<file path="src/rtl/decode_stage.sv">
// decode_stage: RV32I decode between the IF/ID handshake and the ID/EX register.
// Drives register-file read indices straight from the offered instruction,
// forwards a same-cycle writeback, builds immediates, stalls on load-use and
// registers the decoded fields toward execute with a valid/ready handshake.
module decode_stage #(
   parameter bit BYPASS_EN      = 1'b1,
   parameter bit LOAD_USE_STALL = 1'b1
) (
   input  logic        clk,
   input  logic        rst_n,
   input  logic        if_valid,
   output logic        if_ready,
   input  logic [31:0] if_instr,
   input  logic [31:0] if_pc,
   input  logic        flush,
   output logic [4:0]  rf_r1_idx,
   output logic [4:0]  rf_r2_idx,
   input  logic [31:0] rf_r1_data,
   input  logic [31:0] rf_r2_data,
   input  logic        wb_we,
   input  logic [4:0]  wb_idx,
   input  logic [31:0] wb_data,
   output logic        ex_valid,
   input  logic        ex_ready,
   output logic [31:0] ex_pc,
   output logic [31:0] ex_rs1_val,
   output logic [31:0] ex_rs2_val,
   output logic [31:0] ex_imm,
   output logic [4:0]  ex_rd,
   output logic [6:0]  ex_opcode,
   output logic [2:0]  ex_funct3,
   output logic [6:0]  ex_funct7,
   output logic        ex_is_load,
   output logic        ex_illegal
);

   localparam logic [6:0] OPC_LUI    = 7'b0110111;
   localparam logic [6:0] OPC_AUIPC  = 7'b0010111;
   localparam logic [6:0] OPC_JAL    = 7'b1101111;
   localparam logic [6:0] OPC_JALR   = 7'b1100111;
   localparam logic [6:0] OPC_BRANCH = 7'b1100011;
   localparam logic [6:0] OPC_LOAD   = 7'b0000011;
   localparam logic [6:0] OPC_STORE  = 7'b0100011;
   localparam logic [6:0] OPC_OPIMM  = 7'b0010011;
   localparam logic [6:0] OPC_OP     = 7'b0110011;
   localparam logic [6:0] OPC_FENCE  = 7'b0001111;
   localparam logic [6:0] OPC_SYSTEM = 7'b1110011;

   logic [6:0]  opc;
   logic [4:0]  rs1, rs2;
   logic        legal, use_rs1, use_rs2, has_rd;
   logic [31:0] imm;
   logic [31:0] op1, op2;
   logic        hz, accept;

   logic        valid_q, valid_d;
   logic [31:0] pc_q, pc_d, rs1_val_q, rs1_val_d, rs2_val_q, rs2_val_d, imm_q, imm_d;
   logic [4:0]  rd_q, rd_d;
   logic [6:0]  opcode_q, opcode_d, funct7_q, funct7_d;
   logic [2:0]  funct3_q, funct3_d;
   logic        is_load_q, is_load_d, illegal_q, illegal_d;

   assign opc       = if_instr[6:0];
   assign rs1       = if_instr[19:15];
   assign rs2       = if_instr[24:20];
   assign rf_r1_idx = rs1;
   assign rf_r2_idx = rs2;

   // Format decode: legality, which sources are read, rd presence, immediate
   always_comb begin
      legal   = 1'b1;
      use_rs1 = 1'b0;
      use_rs2 = 1'b0;
      has_rd  = 1'b1;
      imm     = '0;
      case (opc)
         OPC_LUI, OPC_AUIPC: imm = {if_instr[31:12], 12'b0};
         OPC_JAL: imm = {{12{if_instr[31]}}, if_instr[19:12], if_instr[20],
                         if_instr[30:21], 1'b0};
         OPC_JALR, OPC_LOAD, OPC_OPIMM: begin
            use_rs1 = 1'b1;
            imm     = {{20{if_instr[31]}}, if_instr[31:20]};
         end
         // FENCE/SYSTEM carry an I-type field but read no operand for hazards
         OPC_FENCE, OPC_SYSTEM: imm = {{20{if_instr[31]}}, if_instr[31:20]};
         OPC_BRANCH: begin
            use_rs1 = 1'b1;
            use_rs2 = 1'b1;
            has_rd  = 1'b0;
            imm     = {{20{if_instr[31]}}, if_instr[7], if_instr[30:25],
                       if_instr[11:8], 1'b0};
         end
         OPC_STORE: begin
            use_rs1 = 1'b1;
            use_rs2 = 1'b1;
            has_rd  = 1'b0;
            imm     = {{20{if_instr[31]}}, if_instr[31:25], if_instr[11:7]};
         end
         OPC_OP: begin
            use_rs1 = 1'b1;
            use_rs2 = 1'b1;
         end
         default: begin
            legal  = 1'b0;
            has_rd = 1'b0;
         end
      endcase
   end

   // Operand select: x0 is hard zero, then writeback forward, then register file
   always_comb begin
      op1 = rf_r1_data;
      op2 = rf_r2_data;
      if (rs1 == 5'd0)
         op1 = '0;
      else if (BYPASS_EN && wb_we && wb_idx == rs1)
         op1 = wb_data;
      if (rs2 == 5'd0)
         op2 = '0;
      else if (BYPASS_EN && wb_we && wb_idx == rs2)
         op2 = wb_data;
   end

   // Load-use hazard against the instruction held in ID/EX
   assign hz = LOAD_USE_STALL && valid_q && is_load_q && (rd_q != 5'd0) &&
               ((use_rs1 && rs1 == rd_q) || (use_rs2 && rs2 == rd_q));

   assign if_ready = rst_n & ~flush & ~hz & (~valid_q | ex_ready);
   assign accept   = if_valid & if_ready;

   // ID/EX next state: flush beats accept beats drain; otherwise hold
   always_comb begin
      valid_d   = valid_q;
      pc_d      = pc_q;
      rs1_val_d = rs1_val_q;
      rs2_val_d = rs2_val_q;
      imm_d     = imm_q;
      rd_d      = rd_q;
      opcode_d  = opcode_q;
      funct3_d  = funct3_q;
      funct7_d  = funct7_q;
      is_load_d = is_load_q;
      illegal_d = illegal_q;
      if (flush) begin
         valid_d = 1'b0;
      end else if (accept) begin
         valid_d   = 1'b1;
         pc_d      = if_pc;
         rs1_val_d = op1;
         rs2_val_d = op2;
         imm_d     = imm;
         rd_d      = has_rd ? if_instr[11:7] : 5'd0;
         opcode_d  = opc;
         funct3_d  = if_instr[14:12];
         funct7_d  = if_instr[31:25];
         is_load_d = (opc == OPC_LOAD);
         illegal_d = ~legal;
      end else if (ex_ready) begin
         valid_d = 1'b0;
      end
   end

   // ID/EX pipeline register, cleared asynchronously
   always_ff @(posedge clk or negedge rst_n) begin
      if (!rst_n) begin
         valid_q   <= 1'b0;
         pc_q      <= '0;
         rs1_val_q <= '0;
         rs2_val_q <= '0;
         imm_q     <= '0;
         rd_q      <= '0;
         opcode_q  <= '0;
         funct3_q  <= '0;
         funct7_q  <= '0;
         is_load_q <= 1'b0;
         illegal_q <= 1'b0;
      end else begin
         valid_q   <= valid_d;
         pc_q      <= pc_d;
         rs1_val_q <= rs1_val_d;
         rs2_val_q <= rs2_val_d;
         imm_q     <= imm_d;
         rd_q      <= rd_d;
         opcode_q  <= opcode_d;
         funct3_q  <= funct3_d;
         funct7_q  <= funct7_d;
         is_load_q <= is_load_d;
         illegal_q <= illegal_d;
      end
   end

   assign ex_valid   = valid_q;
   assign ex_pc      = pc_q;
   assign ex_rs1_val = rs1_val_q;
   assign ex_rs2_val = rs2_val_q;
   assign ex_imm     = imm_q;
   assign ex_rd      = rd_q;
   assign ex_opcode  = opcode_q;
   assign ex_funct3  = funct3_q;
   assign ex_funct7  = funct7_q;
   assign ex_is_load = is_load_q;
   assign ex_illegal = illegal_q;

endmodule

</file>
<file path="config.mk">
export PLATFORM = sky130hd
export DESIGN_NAME = decode_stage
export DESIGN_NICKNAME = d
export VERILOG_FILES = /design/src/rtl/decode_stage.sv
export SDC_FILE = /design/constraint.sdc
export NUM_CORES = 1
export LEC_CHECK = 0
export ABC_AREA = 0
export CAP_MARGIN = 20
export CORE_UTILIZATION = 40
export DETAILED_ROUTE_END_ITERATION = 8
export PLACE_DENSITY = 0.76
export SLEW_MARGIN = 20
export SYNTH_ARGS = -nofsm -noshare
export SYNTH_HDL_FRONTEND = slang
export SYNTH_SLANG_ARGS = --single-unit
</file>
<file path="constraint.sdc">
create_clock -name clk -period 3.6 [get_ports clk]
set_clock_uncertainty 0.15 [all_clocks]
set_input_delay 0.72 -clock clk [delete_from_list [all_inputs] [get_ports clk]]
set_output_delay 0.72 -clock clk [all_outputs]
set_load 0.05 [all_outputs]
</file>
==> results.md <==
- Outcome: complete, no violations
- Final min period: 3.40 ns
- Post-CTS Hold Buffers: 0
- Fin. max-slew vios: 0
- Worst setup path class: input port to output pin
- CTS tree: built
- Synth area leaders: dfrtp_1 49%, mux2_2 12%, mux2i_1 11%
- Layout cells sized above 1: between 20% and 30%
- Achievable Freq: a little under 300 MHz
- Final hold violation count: 0
- # rows: 50
- Cells after synthesis: 650
- Max VDD drop: just over 0.3 mV
- # H-tree levels: 4
- First-pass GRT wire length: 36000 um
- DIE WIDTH: 142 um
- Worst Path Required: ~2.7 ns
- Wirelength, routed: about 24000 um
- Cts bufs inserted: 17
- Hold Slack: between 0.15 and 0.2 ns
- Most common cell after layout, fill and taps aside: clkdlybuf4s50_1
- Synthesized area per cell: 12.0 um2
- Synth async-reset ratio: 100%
- # Post-CTS Setup Buffers: 0
- Dominant synthesized flop cell: dfrtp_1
- Post-synthesis sequential area ratio: 49.1%
- Clock Tree Buf Depth: 2
- Grt ovf: 0
- Wire per inst: 18.7 um
- Crit-path max FO: 4
- Yosys top cell area share: 49.1%
- Slew margin rel.: between 30 and 40%
- Worst-path clk slew: 0.07 ns
- Fin nets: between 1000 and 1500
- Initial antenna violation count: 0
- Vias in the first global route: 6492
- Pleak: 5.14 nW
- Placer congestion estimate: between 0.8 and 0.9
- Commonest cells after routing, fill and taps aside: 327 x clkdlybuf4s50_1, 153 x dfrtp_1, 89 x mux2i_1, 84 x mux2_2, 70 x nor2_1
- Vias per inst: around 5.0
- Unrepaired setup endpoints after global routing: false
- Yosys top cell by area: dfrtp_1
- Sink Count: 153
- Antenna diodes: 0
- All-Layer GR Usage: 23.6%
- I/O Pins: around 340
- Largest net degree at the start of global routing: 154
- Die area: 20100 um2
- Drt initial violations: 269
- TritonRoute pass-1 iters: 4
- Final setup TNS: 0 ns
- Post-Syn Nets: 821
- Pwr/cell area: 529 nW/um2
- Starting Density: between 40% and 50%
- Maximum capacitance violations: 0
- Core box area: 18900 um2
- DP Wirelength: between 15000 and 20000 um
- Final setup viols: 0
- Remaining DRCs: 0
- Worst slew pin tran: between 1 and 1.5 ns
- Yosys warning count: 0
- Crit end category: output pin
- Post-CTS Resized: 0
- Layout area overhead: 54.3%
- Root buf cell: clkbuf_16
- Chip Height: 142 um
- Yosys reg bits: 153
- Yosys cell types: 43
- Startpoint types: input port
- Fin crit share: 94.4%
- Filler cells: 1574
- Mapped Area: 7800 um2
- DRT antenna net count: 0
- Worst hold path class: input port to asynchronous set/reset pin
- Number of enable-type register cells in the synthesized netlist: 0
- Number of port buffers: 334
- Worst EP arrival: 2.53 ns
- Clock latency on the worst-skew pair: 0.42 ns
- Detailed-route via count: around 6300
cells in the mapped netlist, drive strengths merged (3+ instances only):
cell type	n
a21oi	26
a22o	4
and2	4
buf	33
clkbuf	17
dfrtp	153
inv	28
mux2	121
mux2i	89
nand2	23
nand2b	3
nand3b	3
nand4	3
nor2	72
nor2b	3
o21ai	21
or2	3
or4	3
xnor2	12
xor2	9
layer usage:
metal / track usage (%) / part of all wire, % / routed length, um / vias to the layer above
li1: - / - / - / 2915
met1: 28.0 / 40 / 9430 / 3096
met2: 40.6 / 49 / 11700 / 267
met3: 7.05 / 8.7 / 2050 / 31
met4: 7.98 / 1.9 / 444 / 0
met5: 0 / 0 / 0 / -
sequential cells by signal (all words and copies together) (netlist names):
| name | count |
|---|---|
| ex_valid | 1 |
| ex_rs1_val | 32 |
| ex_rs2_val | 32 |
| ex_funct7 | 7 |
| ex_opcode | 7 |
| ex_rd | 5 |
| ex_imm | 32 |
| ex_funct3 | 3 |
| ex_illegal | 1 |
| ex_pc | 32 |
| ex_is_load | 1 |
logic make-up after synthesis:
kind of cell	synth area share, %
buffers and inverters	6.03
AND/OR/NAND/NOR	7.43
flip-flops	49.1
AO/OA/AOI/OAI	4.41
multiplexers	30.7
XOR/XNOR	2.36
worst max-delay path, stage by stage:
cell             delay (ns)
clkdlybuf4s50_1        0.52
nand2_1                0.13
or3_1                  0.36
o32a_1                 0.35
o21ai_2                0.18
inv_1                  0.07
buf_4                  0.19
per-stage QoR:
stage | cell area [um2] | power [mW] | utilization [%] | worst slack [ns] | std cells
6_report | 12000 | 6.37 | 63.7 | 0.202 | 1261
4_1_cts | 12000 | 6.42 | 63.7 | 0.216 | 1261
5_1_grt | 12000 | 6.60 | 63.7 | 0.136 | 1261
2_1_floorplan | 7800 | 3.73 | - | 0.759 | 650
3_3_place_gp | 11500 | 4.69 | 60.8 | 0.148 | 1230
3_5_place_dp | 11500 | 4.72 | 60.8 | 0.0956 | 1230
path summary, 6_finish.rpt:
kind | startpoint | end | slack, ns | cells past startpoint
max in group asynchronous | rst_n | ex_rd[3]$_DFFE_PN0P_ | 2.24 | 2
setup reg to reg | ex_rd[0]$_DFFE_PN0P_ | ex_imm[26]$_DFFE_PN0P_ | 0.93 | 8
hold reg to reg | ex_illegal$_DFFE_PN0P_ | ex_illegal$_DFFE_PN0P_ | 0.35 | 1
setup / recovery | if_instr[0] | if_ready | 0.20 | 7
min in group clk | ex_illegal$_DFFE_PN0P_ | ex_illegal$_DFFE_PN0P_ | 0.35 | 1
hold / removal | rst_n | ex_rs1_val[7]$_DFFE_PN0P_ | 0.19 | 2
cell type report:
type                    count  area [um2]  area share, %
flip-flops and latches    153        3830           31.8
repair buffers            370        3720           30.9
multi-input cells         419        3510           29.2
clock buffers              21         460           3.83
well taps                 260         325           2.70
inverters                  28         105          0.873
clock inverters            10        82.6          0.686
power breakdown:
part           internal (mW)  switching [mW]
combinational           1.00            1.51
clock                  0.929           0.760
sequential              2.01           0.156
total                   3.94            2.43
Power figures use the tool's default switching activity.
